<file path="config.mk">
export PLATFORM = sky130hd
export DESIGN_NAME = pipemem_io
export DESIGN_NICKNAME = d
export VERILOG_FILES = /design/src/rtl/pipemem_pkg.sv /design/src/rtl/io_sync2.sv /design/src/rtl/pipemem_io.sv
export SDC_FILE = /design/constraint.sdc
export NUM_CORES = 1
export LEC_CHECK = 0
export CAP_MARGIN = 20
export CORE_ASPECT_RATIO = 0.9
export CORE_MARGIN = 1
export CORE_UTILIZATION = 45
export CTS_CLUSTER_SIZE = 28
export DETAILED_ROUTE_END_ITERATION = 12
export PLACE_DENSITY_LB_ADDON = 0.2
export SYNTH_ARGS = -nofsm -noshare
export SYNTH_HDL_FRONTEND = slang
export SYNTH_SLANG_ARGS = --single-unit
</file>
<file path="constraint.sdc">
create_clock -name clock -period 13.2 [get_ports clock]
set_input_delay 1.32 -clock clock [delete_from_list [all_inputs] [get_ports clock]]
set_output_delay 1.32 -clock clock [all_outputs]
set_load 0.05 [all_outputs]
</file>
<file path="src/rtl/pipemem_pkg.sv">
// Shared constants for the MEM-stage responder: address map, peripheral FSM
// states and the default read value returned when a peripheral access times out.
package pipemem_pkg;

  localparam logic [7:0]  RAM_LIMIT      = 8'h7F;
  localparam logic [7:0]  PORT_IN0       = 8'h80;
  localparam logic [7:0]  PORT_IN1       = 8'h84;
  localparam logic [7:0]  PORT_OUT0      = 8'h88;
  localparam logic [7:0]  PORT_OUT1      = 8'h8C;
  localparam logic [7:0]  PORT_OUT2      = 8'h90;
  localparam logic [7:0]  PER_BASE       = 8'hC0;
  localparam logic [5:0]  PER_WORD_BASE  = 6'h30;
  localparam logic [31:0] DEF_TIMEOUT_VAL = 32'hDEADBEEF;

  typedef enum logic [1:0] {
    IDLE = 2'd0,
    REQ  = 2'd1,
    DONE = 2'd2
  } per_state_t;

endpackage

</file>
<file path="src/rtl/io_sync2.sv">
// Two-flop synchronizer for the asynchronous switch inputs.
module io_sync2 #(
  parameter int unsigned W = 32
) (
  input  logic         clock,
  input  logic         reset,
  input  logic [W-1:0] d,
  output logic [W-1:0] q
);

  logic [W-1:0] meta;

  // Two register stages; the first may go metastable, the second is used.
  always_ff @(posedge clock or posedge reset) begin
    if (reset) begin
      meta <= '0;
      q    <= '0;
    end else begin
      meta <= d;
      q    <= meta;
    end
  end

endmodule

</file>
<file path="src/rtl/pipemem_io.sv">
// MEM-stage responder: data RAM, memory-mapped IO ports and a handshaked
// peripheral. Optional build macro MEM_IO_TIMEOUT_EN adds a REQ watchdog.
//
// state | meaning
// IDLE  | no peripheral access outstanding
// REQ   | per_req asserted, waiting for per_ack (or watchdog expiry)
// DONE  | captured data presented on mmo, stall released for one cycle
module pipemem_io
  import pipemem_pkg::*;
#(
  parameter int unsigned RAM_WORDS   = 32,
  parameter int unsigned PER_TIMEOUT = 16,
  parameter logic [31:0] TIMEOUT_VAL = DEF_TIMEOUT_VAL
) (
  input  logic        clock,
  input  logic        reset,
  input  logic        mwmem,
  input  logic        mm2reg,
  input  logic [31:0] malu,
  input  logic [31:0] mb,
  output logic [31:0] mmo,
  output logic        mem_stall,
  input  logic [31:0] in_port0,
  input  logic [31:0] in_port1,
  output logic [31:0] out_port0,
  output logic [31:0] out_port1,
  output logic [31:0] out_port2,
  output logic        per_req,
  output logic        per_we,
  output logic [5:0]  per_addr,
  output logic [31:0] per_wdata,
  input  logic [31:0] per_rdata,
  input  logic        per_ack,
  output logic        per_timeout
);

  localparam int unsigned RAM_AW = $clog2(RAM_WORDS);

  per_state_t state_q, state_d;

  logic [31:0] ram [RAM_WORDS];
  logic [31:0] in0_s, in1_s;
  logic [31:0] cap_q;
  logic [31:0] rd;
  logic [7:0]  wa;
  logic [RAM_AW-1:0] ram_idx;
  logic in_ram, in_per, per_hit, wr_ok, tmo_hit;
  logic unused_bits;

  // Word-aligned address; byte lanes and upper address bits are ignored.
  assign wa          = {malu[7:2], 2'b00};
  assign ram_idx     = malu[RAM_AW+1:2];
  assign unused_bits = ^{malu[31:8], malu[1:0]};
  assign in_ram      = (wa <= RAM_LIMIT);
  assign in_per      = (wa >= PER_BASE);
  assign per_hit     = in_per & (mwmem | mm2reg);
  // Reset gates the stall so the pipeline is released as soon as reset asserts.
  assign mem_stall   = ~reset & (((state_q == IDLE) & per_hit) | (state_q == REQ));
  assign wr_ok       = mwmem & ~mem_stall;
  assign per_req     = (state_q == REQ);

  io_sync2 #(.W(32)) u_sync0 (.clock(clock), .reset(reset), .d(in_port0), .q(in0_s));
  io_sync2 #(.W(32)) u_sync1 (.clock(clock), .reset(reset), .d(in_port1), .q(in1_s));

  // Data RAM: contents survive reset, so no reset branch here.
  always_ff @(posedge clock) begin
    if (wr_ok & in_ram) ram[ram_idx] <= mb;
  end

  // Output port registers.
  always_ff @(posedge clock or posedge reset) begin
    if (reset) begin
      out_port0 <= '0;
      out_port1 <= '0;
      out_port2 <= '0;
    end else if (wr_ok) begin
      if (wa == PORT_OUT0) out_port0 <= mb;
      if (wa == PORT_OUT1) out_port1 <= mb;
      if (wa == PORT_OUT2) out_port2 <= mb;
    end
  end

  // Load mux; peripheral region returns captured data only once the access completes.
  always_comb begin
    rd = '0;
    if (in_ram)                rd = ram[ram_idx];
    else if (wa == PORT_IN0)   rd = in0_s;
    else if (wa == PORT_IN1)   rd = in1_s;
    else if (wa == PORT_OUT0)  rd = out_port0;
    else if (wa == PORT_OUT1)  rd = out_port1;
    else if (wa == PORT_OUT2)  rd = out_port2;
    else if (in_per)           rd = (state_q == DONE) ? cap_q : '0;
    mmo = mm2reg ? rd : '0;
  end

  // Peripheral FSM state register.
  always_ff @(posedge clock or posedge reset) begin
    if (reset) state_q <= IDLE;
    else       state_q <= state_d;
  end

  // Peripheral FSM next state; DONE always returns to IDLE so the held instruction does not re-trigger.
  always_comb begin
    state_d = state_q;
    unique case (state_q)
      IDLE:    if (per_hit) state_d = REQ;
      REQ:     if (per_ack || tmo_hit) state_d = DONE;
      DONE:    state_d = IDLE;
      default: state_d = IDLE;
    endcase
  end

  // Request attributes latched on entry to REQ; read data captured on completion.
  always_ff @(posedge clock or posedge reset) begin
    if (reset) begin
      per_we    <= 1'b0;
      per_addr  <= '0;
      per_wdata <= '0;
      cap_q     <= '0;
    end else begin
      if ((state_q == IDLE) && per_hit) begin
        per_we    <= mwmem;
        per_addr  <= wa[7:2] - PER_WORD_BASE;
        per_wdata <= mb;
      end
      if (state_q == REQ) begin
        if (per_ack)      cap_q <= per_rdata;
        else if (tmo_hit) cap_q <= TIMEOUT_VAL;
      end
    end
  end

`ifdef MEM_IO_TIMEOUT_EN
  localparam int unsigned TW = $clog2(PER_TIMEOUT + 1);
  logic [TW-1:0] tmo_cnt_q;
  logic          tmo_flag_q;

  assign tmo_hit     = (tmo_cnt_q == '0);
  assign per_timeout = tmo_flag_q;

  // Watchdog down-counter preloaded in IDLE; terminal count on the last allowed REQ cycle.
  always_ff @(posedge clock or posedge reset) begin
    if (reset) begin
      tmo_cnt_q  <= '0;
      tmo_flag_q <= 1'b0;
    end else begin
      if (state_q == IDLE)
        tmo_cnt_q <= TW'(PER_TIMEOUT - 1);
      else if ((state_q == REQ) && (tmo_cnt_q != '0))
        tmo_cnt_q <= tmo_cnt_q - 1'b1;
      if ((state_q == REQ) && !per_ack && tmo_hit)
        tmo_flag_q <= 1'b1;
    end
  end
`else
  logic unused_cfg;
  assign tmo_hit     = 1'b0;
  assign per_timeout = 1'b0;
  assign unused_cfg  = ^32'(PER_TIMEOUT);
`endif

endmodule

</file>
# Word level (Yosys, flattened, before mapping)
# Memory sizes are Yosys's and may differ from the RTL's.
# Cells that the tools add are included.
dict set report word_totals {
  reg_bits 297
  mem_bits_rw 1024
  out_inout_bits 170
  mem_count 1
}
dict set report op_classes {
  n_addsub 1
  order_cmp 2
  n_eq_ne 9
  muxes 14
  bitwise 9
  reduce_logical 7
}
# name words width read_ports rd_ports_with_merged_regs wr line_no
set mem_list {}
lappend mem_list {ram 32 32 1 0 1 pipemem_io.sv:41} ;# logic [31:0] ram [RAM_WORDS];
# operator count
set ops {}
lappend ops {{two-way mux 32 bit} 9}
lappend ops {{equality test 6 bit, second input constant} 5}
lappend ops {{AND reduction 2 bit} 5}
lappend ops {{greater-or-equal comparator 8 bit, second input constant} 1}
lappend ops {{less-or-equal comparator 8 x 7 -> 1 bit, second input constant} 1}
lappend ops {{subtractor 6 bit, second input constant} 1}
lappend ops {{bitwise AND 1 bit} 5}
lappend ops {{two-way mux 2 bit} 2}
lappend ops {{one-hot mux 2 bit (2 select lines)} 1}
lappend ops {{equality test 2 x 1 -> 1 bit, second input constant} 1}
lappend ops {{equality test 2 bit, second input constant} 1}
lappend ops {{zero test 2 bit} 1}
lappend ops {{two-way mux 1 bit} 2}
lappend ops {{!= test 2 x 1 -> 1 bit, second input constant} 1}
lappend ops {{!= test 2 bit, second input constant} 1}
lappend ops {{inverter 1 bit} 2}
lappend ops {{OR 1 bit} 2}
lappend ops {{logical AND 1 bit} 1}

# Longest topological paths before layout
dict set report depth {
  word_depth 10
  mapped_depth 11
}

# By module
# From an unflattened synthesis, not the netlist that was laid out.
dict set report unflattened {
  hier_cells 2647
  hier_area_um2 51252.9
}
# mod n_inst cells_per_inst area_each_um2
set modules_own_cells {}
lappend modules_own_cells {pipemem_io 1 2517 48042.3}
lappend modules_own_cells {io_sync2 2 65 1605.3}

# Worst setup path before layout
# OpenSTA, ideal clock, no wires.
dict set report synth_path {
  kind {input to output}
  start {input malu[6]}
  end {output mmo[26]}
  arrival_time_ns 3.964
  required_time_ns 11.880
  path_slack_ns 7.916
  path_stages 10
  path_cell_list {buf_2 -> inv_1 -> ha_1 -> and3_1 -> buf_2 -> buf_2 -> a21oi_1 -> o21ai_0 -> o211ai_1 -> a311oi_1}
}
dict set report synth_via {
  elab_chain_len 9
  elab_cells_between_ends 16
  classes_between {order compare: 2; eq/ne: 5; mux: 8; memory: 1}
}
# element line_no
set synth_lines {}
lappend synth_lines {{from (decl)} pipemem_io.sv:19} ;# input logic [31:0] malu,
lappend synth_lines {{greater-or-equal comparator 8 bit} pipemem_io.sv:55} ;# assign in_per = (wa >= PER_BASE);
lappend synth_lines {{two-way mux 32 bit} pipemem_io.sv:92} ;# else if (in_per) rd = (state_q == DONE) ? cap_q : '0;
lappend synth_lines {{two-way mux 32 bit} pipemem_io.sv:91} ;# else if (wa == PORT_OUT2) rd = out_port2;
lappend synth_lines {{two-way mux 32 bit} pipemem_io.sv:90} ;# else if (wa == PORT_OUT1) rd = out_port1;
lappend synth_lines {{two-way mux 32 bit} pipemem_io.sv:89} ;# else if (wa == PORT_OUT0) rd = out_port0;
lappend synth_lines {{two-way mux 32 bit} pipemem_io.sv:88} ;# else if (wa == PORT_IN1) rd = in1_s;
lappend synth_lines {{two-way mux 32 bit} pipemem_io.sv:87} ;# else if (wa == PORT_IN0) rd = in0_s;
lappend synth_lines {{two-way mux 32 bit *} pipemem_io.sv:86} ;# if (in_ram) rd = ram[ram_idx];
lappend synth_lines {{two-way mux 32 bit *} pipemem_io.sv:93} ;# mmo = mm2reg ? rd : '0;
lappend synth_lines {{to (decl)} pipemem_io.sv:21} ;# output logic [31:0] mmo,
# Every way passes the cells marked *; elsewhere a longest branch is shown, timed or not.

# Worst setup path after layout
dict set report layout_path {
  start {input malu[5]}
  end {output mmo[4]}
}
# Same word-level chain as after synthesis.

==> impl_metrics.csv <==
group,metric,value,unit
status,status,"completed",
clock_tree,cts.clk_slew.worst_paths,60,ps
job,cap_violations,0,
timing,hold_viol_final,0,
placed_design,place_inst,4563,
cells_and_area,drive_above_1_share,19.63,%
timing,fmax,0.1341,GHz
timing,setup_viol,0,
cells_and_area,instances_no_fill,4827,
placed_design,gp_congestion,0.8791,
synth,synth_area,51330,µm²
global_route,track_usage,26.11,%
routing,wl_per_cell,31.22,µm
timing,slew_headroom,23.66,%
worst_setup_path,rr_worst_depth,6,
power_and_ir_drop,clock_power_share,39.8,%
synth,ys_seq_area_share,74.39,%
floorplan,die_w,358.0,µm
worst_setup_path,critPathCaptureType,"output port",
routing,drt_wl_total,150700,µm
worst_setup_path,r2r_end,"ram[19][8]",
power_and_ir_drop,finalPower,9527,µW
routing,vias,28950,
power_and_ir_drop,comb_power_share,10.9,%
routing,ant_nets,0,
cells_and_area,final_common_cell,"edfxtp_1",
global_route,grt_antenna_before_repair,12,
cells_and_area,synthToLayoutAreaGrowth,17.95,%
clock_tree,insertion_delay,760,ps
placed_design,port_buffers,307,
power_and_ir_drop,vdd_ir_drop_max,0.1392,mV
cells_and_area,fin_nets,3386,
synth,syn_nets,3010,
timing,rsz0062_at_grt,"no",
worst_setup_path,critPathKind,"in2out",
power_and_ir_drop,p_per_area,157.4,nW/µm²
synth,syn_avg_cell_area,18.05,µm²
cells_and_area,design_area,60540,µm²
worst_setup_path,required,11880,ps
timing,finClkSkew,13.92,ps
timing,slew_violations,0,
placed_design,hpwl,92090,µm
clock_tree,tritoncts,"done",
clock_tree,clk_root_buffer_cell,"clkbuf_16",
synth,synth_cells,2843,
worst_setup_path,crit_path_start_kind,"input pin",
timing,fin_crit_sh,56.50,%
clock_tree,ctsHtreeMaxLevel,4,
floorplan,io-pin-count,335,
worst_setup_path,worstPathArrival,6140,ps
cells_and_area,final_cell_mix,"edfxtp_1, dfrtp_1, clkdlybuf4s50_1, mux2i_1, nand2_1",
power_and_ir_drop,p_int,7175,µW
worst_setup_path,r2r-start,"state_q[0]",
worst_setup_path,path_max_fanout,16,
floorplan,coreArea,113200,µm²
global_route,grt_max_degree,146,
floorplan,dieArea,115400,µm²
clock_tree,numCtsBuffers,137,
floorplan,initial_core_util,45.36,%
synth,synth_flop_cell,"edfxtp_1",
worst_setup_path,endpoint,"mmo[4]",
worst_hold_path,hold_start,"u_sync0.meta[10]",
floorplan,rows,117,
routing,drc,0,
worst_setup_path,reg2reg_slack,9550,ps
timing,finalSetupTns,0,ps
clock_tree,cts_max_path_buffers,3,
timing,worstMarginPinSlew,1145,ps
worst_hold_path,min_path_type,"reg2reg",
placed_design,placed_area,56020,µm²
worst_setup_path,crit_start,"malu[5]",
power_and_ir_drop,leakage,0.02141,µW
synth,synth_edf_count,1024,
routing,viasPerCell,5.998,
routing,firstDrtPassIters,5,
timing,fin_crit,7458,ps
synth,ys_warn_count,0,
floorplan,fp.dieH,322.4,µm
routing,drt_iter0_drc,3774,
clock_tree,holdBufCountCts,0,
synth,ys_ff_latch,1321,
global_route,first_global_vias,28700,
power_and_ir_drop,p_sw,2353,µW
clock_tree,cts_resized,0,
power_and_ir_drop,switching_share,24.69,%
power_and_ir_drop,power_frac_seq,49.3,%
clock_tree,post_cts_buffers,0,
synth,synth_cell_types,57,
synth,synthArstFlopShare,22.48,%
clock_tree,cts_sinks,1321,
global_route,grt_first_pass_wirelength,210600,µm
global_route,grt-ovfl-total,0,
==> routing by layer <==
metal	global-route usage, %	routed length [µm]
met1	37.70	62690
met2	39.94	69890
met3	5.250	13700
met4	8.199	4439
met5	0	0
==> sequential cells by signal, indices dropped and copies added (netlist names) <==
| register | count |
|---|---|
| u_sync0.meta | 32 |
| u_sync1.meta | 32 |
| per_we | 1 |
| per_wdata | 32 |
| state_q | 2 |
| u_sync1.q | 32 |
| out_port0 | 32 |
| ram | 1024 |
| u_sync0.q | 32 |
| out_port1 | 32 |
| per_addr | 6 |
| out_port2 | 32 |
| cap_q | 32 |
==> per-stage QoR <==
step / hold slack, ps / util (%) / worst slack [ps]
2_1_floorplan: 331.2 / - / 3676
6_report: 342.1 / 53.50 / 5742
3_3_place_gp: 334.1 / 49.48 / 5743
5_1_grt: 350.2 / 53.48 / 5744
3_5_place_dp: 334.7 / 49.50 / 5726
4_1_cts: 344.7 / 53.40 / 5727
==> area by class of cell <==
class / instances / area [µm²]
diodes: 8 / 20.02
clock buffers: 193 / 3909
clock inverters: 59 / 501.7
fillers: 8992 / 52620
inverters: 6 / 30.03
multi-input cells: 1346 / 12170
flip-flops and latches: 1321 / 38180
well taps: 1487 / 1861
repair buffers: 407 / 3867
==> Yosys cell counts, types with 41 or more instances <==
cell type | number | area (µm²)
edfxtp_1 | 1024 | 30750
dfrtp_1 | 297 | 7432
mux2i_1 | 284 | 2843
nand2_1 | 190 | 713.2
mux2_2 | 167 | 1881
mux4_2 | 127 | 2860
o22ai_1 | 79 | 494.2
o21ai_0 | 73 | 365.4
nor2_1 | 68 | 255.2
clkbuf_1 | 54 | 202.7
a21oi_1 | 47 | 235.2
nor3_1 | 42 | 210.2
buf_6 | 41 | 461.7
==> cells by family (layout without fill, tap and decap cells) <==
family | count (synthesis) | in the layout | synth area share [%]
compound gates | 361 | 361 | 4.705
fa+ha+maj | 2 | 2 | 0.04874
buf+inv | 176 | 665 | 2.391
flops | 1321 | 1321 | 74.39
mux | 582 | 582 | 14.98
other cells | 1 | 9 | 0.007306
simple gates | 400 | 400 | 3.483
==> critical path, stage by stage <==
cell             delay (ps)
clkdlybuf4s50_1         540
nand2b_1                720
buf_4                   500
nand2b_1                540
nor3_1                  880
o21ai_1                 190
a22oi_1                 530
a311oi_1                100
clkdlybuf4s50_1         780
==> power groups by stage <==
stage	clock network, µW	logic (µW)	registers (µW)
3_3_place_gp	0	1020	4780
3_5_place_dp	0	1040	4780
5_1_grt	4000	1080	4710
4_1_cts	3840	1040	4700
6_report	3790	1040	4700
2_1_floorplan	0	359	5010
==> how the worst min path moves through the flow <==
stage	slack, ps	to	cells past startpoint
2_1_floorplan	330	u_sync0.q[0]	0
5_1_grt	350	u_sync1.q[21]	0
6_report	340	u_sync0.q[10]	0
3_5_place_dp	330	u_sync0.q[20]	0
4_1_cts	340	u_sync1.q[21]	0
3_3_place_gp	330	u_sync0.q[22]	0
(Power assumes the default switching activity.)
==> RTL edit: new RTL, same flow settings <==
Add a define of `MEM_IO_TIMEOUT_EN`.
--- a/src/rtl/pipemem_io.sv
+++ b/src/rtl/pipemem_io.sv
@@ -7,2 +7,4 @@
 // DONE  | captured data presented on mmo, stall released for one cycle
+`define MEM_IO_TIMEOUT_EN
+
 module pipemem_io
Function: not settled (the Yosys comparison gave no result); the edit may change what the design does.
==> RTL edit against the unedited design <==
Wire length down 8.6%; non-clock buffer count grew 9; synthesized area shrank 0.12%; hold slack lost 0.0057 ns; fmax is 4.9% higher; sequential cell count increased by 6; sequential share of layout area increased by 0.13 points; via count decreased by 3.8%; setup slack gained 0.35 ns; power shrank 2.0%; design area is 0.19% higher; largest cell class unchanged; highest routed layer unchanged.
==> RTL edit: results (changes against the unedited design) <==
power_and_ir_drop:
  leakage_nw: 21.3  # -0.70%
  ir_worst_vdd_mv: 0.151  # +8.8%
  switchingPower_w: 0.00232  # -1.6%
global_routing:
  grt_pass1_vias: 28500  # -0.67%
  antenna_found_initial: 3  # -9
  grt_usage_pct: 23.9  # -2.2 points
  grt_pass1_wl_mm: 198  # -5.8%
finish:
  stdcell_count: 4711  # -2.4%
  drive_gt1_share_pct: 20.9  # +1.2 points
  nNetsFinal: 3288  # -2.9%
  fill_cells: 8847  # -1.6%
detailed_routing:
  met2WireLength_mm: 67.3  # -3.7%
  vias_per_cell: 5.91  # -1.4%
  drt_iter0_drc: 3036  # -20%
  dr_wl_met3_mm: 7.60  # -45%
  wl_per_cell_um: 29.2  # -6.4%
  wl_met1_mm: 58.8  # -6.2%
  firstDrtPassIters: 6  # +1
timing:
  maxSlewHeadroom_pct: 26.8  # +3.1 points
  finClkSkew_ns: 0.0274  # +0.0135 ns
yosys:
  ys_seq_area_share_pct: 74.8  # +0.38 points
  synth_cell_type_count: 71  # +25%
  synthCells: 2737  # -3.7%
  synth_nets: 2906  # -3.5%
place:
  dpl.cell_count: 4465  # -2.1%
  gp_congestion: 0.870  # -1.1%
  dp_hpwl_mm: 82.5  # -10%
worst_setup_path:
  cp_data_arrival_time_ns: 5.79  # -0.35 ns
  critical_path.max_fanout: 75  # +59
run_status:
  outcome: "finished clean"
clock_network:
  cts_buffers: 132  # -3.6%
-- RTL edit: layout make-up --
type	instances	area share (%)
sequential	1327	63.2
multi-input combinational	1233	20.2
timing repair buffer	416	6.64
clock buffer	174	5.98
tap	1487	3.07
clock inverter	62	0.807
inverter	9	0.0681
antenna	3	0.0124
-- RTL edit: power groups by stage --
stage	logic, W	registers (W)	clock network (W)
3_5_place_dp	0.00100	0.00480	0
6_report	0.00101	0.00472	0.00361
4_1_cts	0.00101	0.00472	0.00367
5_1_grt	0.00105	0.00473	0.00382
2_1_floorplan	0.000356	0.00502	0
3_3_place_gp	0.000990	0.00480	0
-- RTL edit: worst paths after layout --
check                                 startpoint            end  slack, ns
worst max register to register        state_q[0]    ram[11][22]       9.34
worst min register to register  u_sync1.meta[29]  u_sync1.q[29]       0.34
worst min-delay path            u_sync1.meta[29]  u_sync1.q[29]       0.34
min in group asynchronous                  reset     state_q[1]       1.05
worst max-delay path                     malu[3]         mmo[2]       6.09
max in group asynchronous                  reset  out_port2[19]      10.41
-- RTL edit: worst max-delay path, stage by stage --
cell	delay, ns
buf_8	0.50
buf_4	0.71
buf_4	0.79
mux4_2	0.37
a22oi_1	0.08
a21oi_1	0.53
nor4_1	0.18
a311oi_1	0.33
clkdlybuf4s50_1	0.92
-- RTL edit: layer usage --
layer | global-route usage, % | up-vias
li1 | - | 11700
met1 | 33.8 | 14900
met2 | 38.3 | 1033
met3 | 3.43 | 220
met4 | 7.98 | 0
met5 | 0 | -
-- RTL edit: cells by family after synthesis --
kind of cell,synth area share (%)
AO/OA/AOI/OAI,4.05
XOR/XNOR,0.0513
adder cells (fa/ha/maj),0.0976
buffers and inverters,1.83
flip-flops,74.8
multiplexers,15.2
AND/OR/NAND/NOR,3.97
-- RTL edit: stage by stage --
stage | hold slack, ns | power (W) | area (um^2) | setup slack (ns)
final | 0.336 | 0.00934 | 60700 | 6.09
after global routing | 0.350 | 0.00960 | 60700 | 5.82
after CTS | 0.344 | 0.00940 | 60500 | 5.74
after detailed placement | 0.335 | 0.00580 | 56400 | 5.78
after global placement | 0.332 | 0.00579 | 56400 | 5.79
after floorplan | 0.331 | 0.00538 | 51300 | 3.51
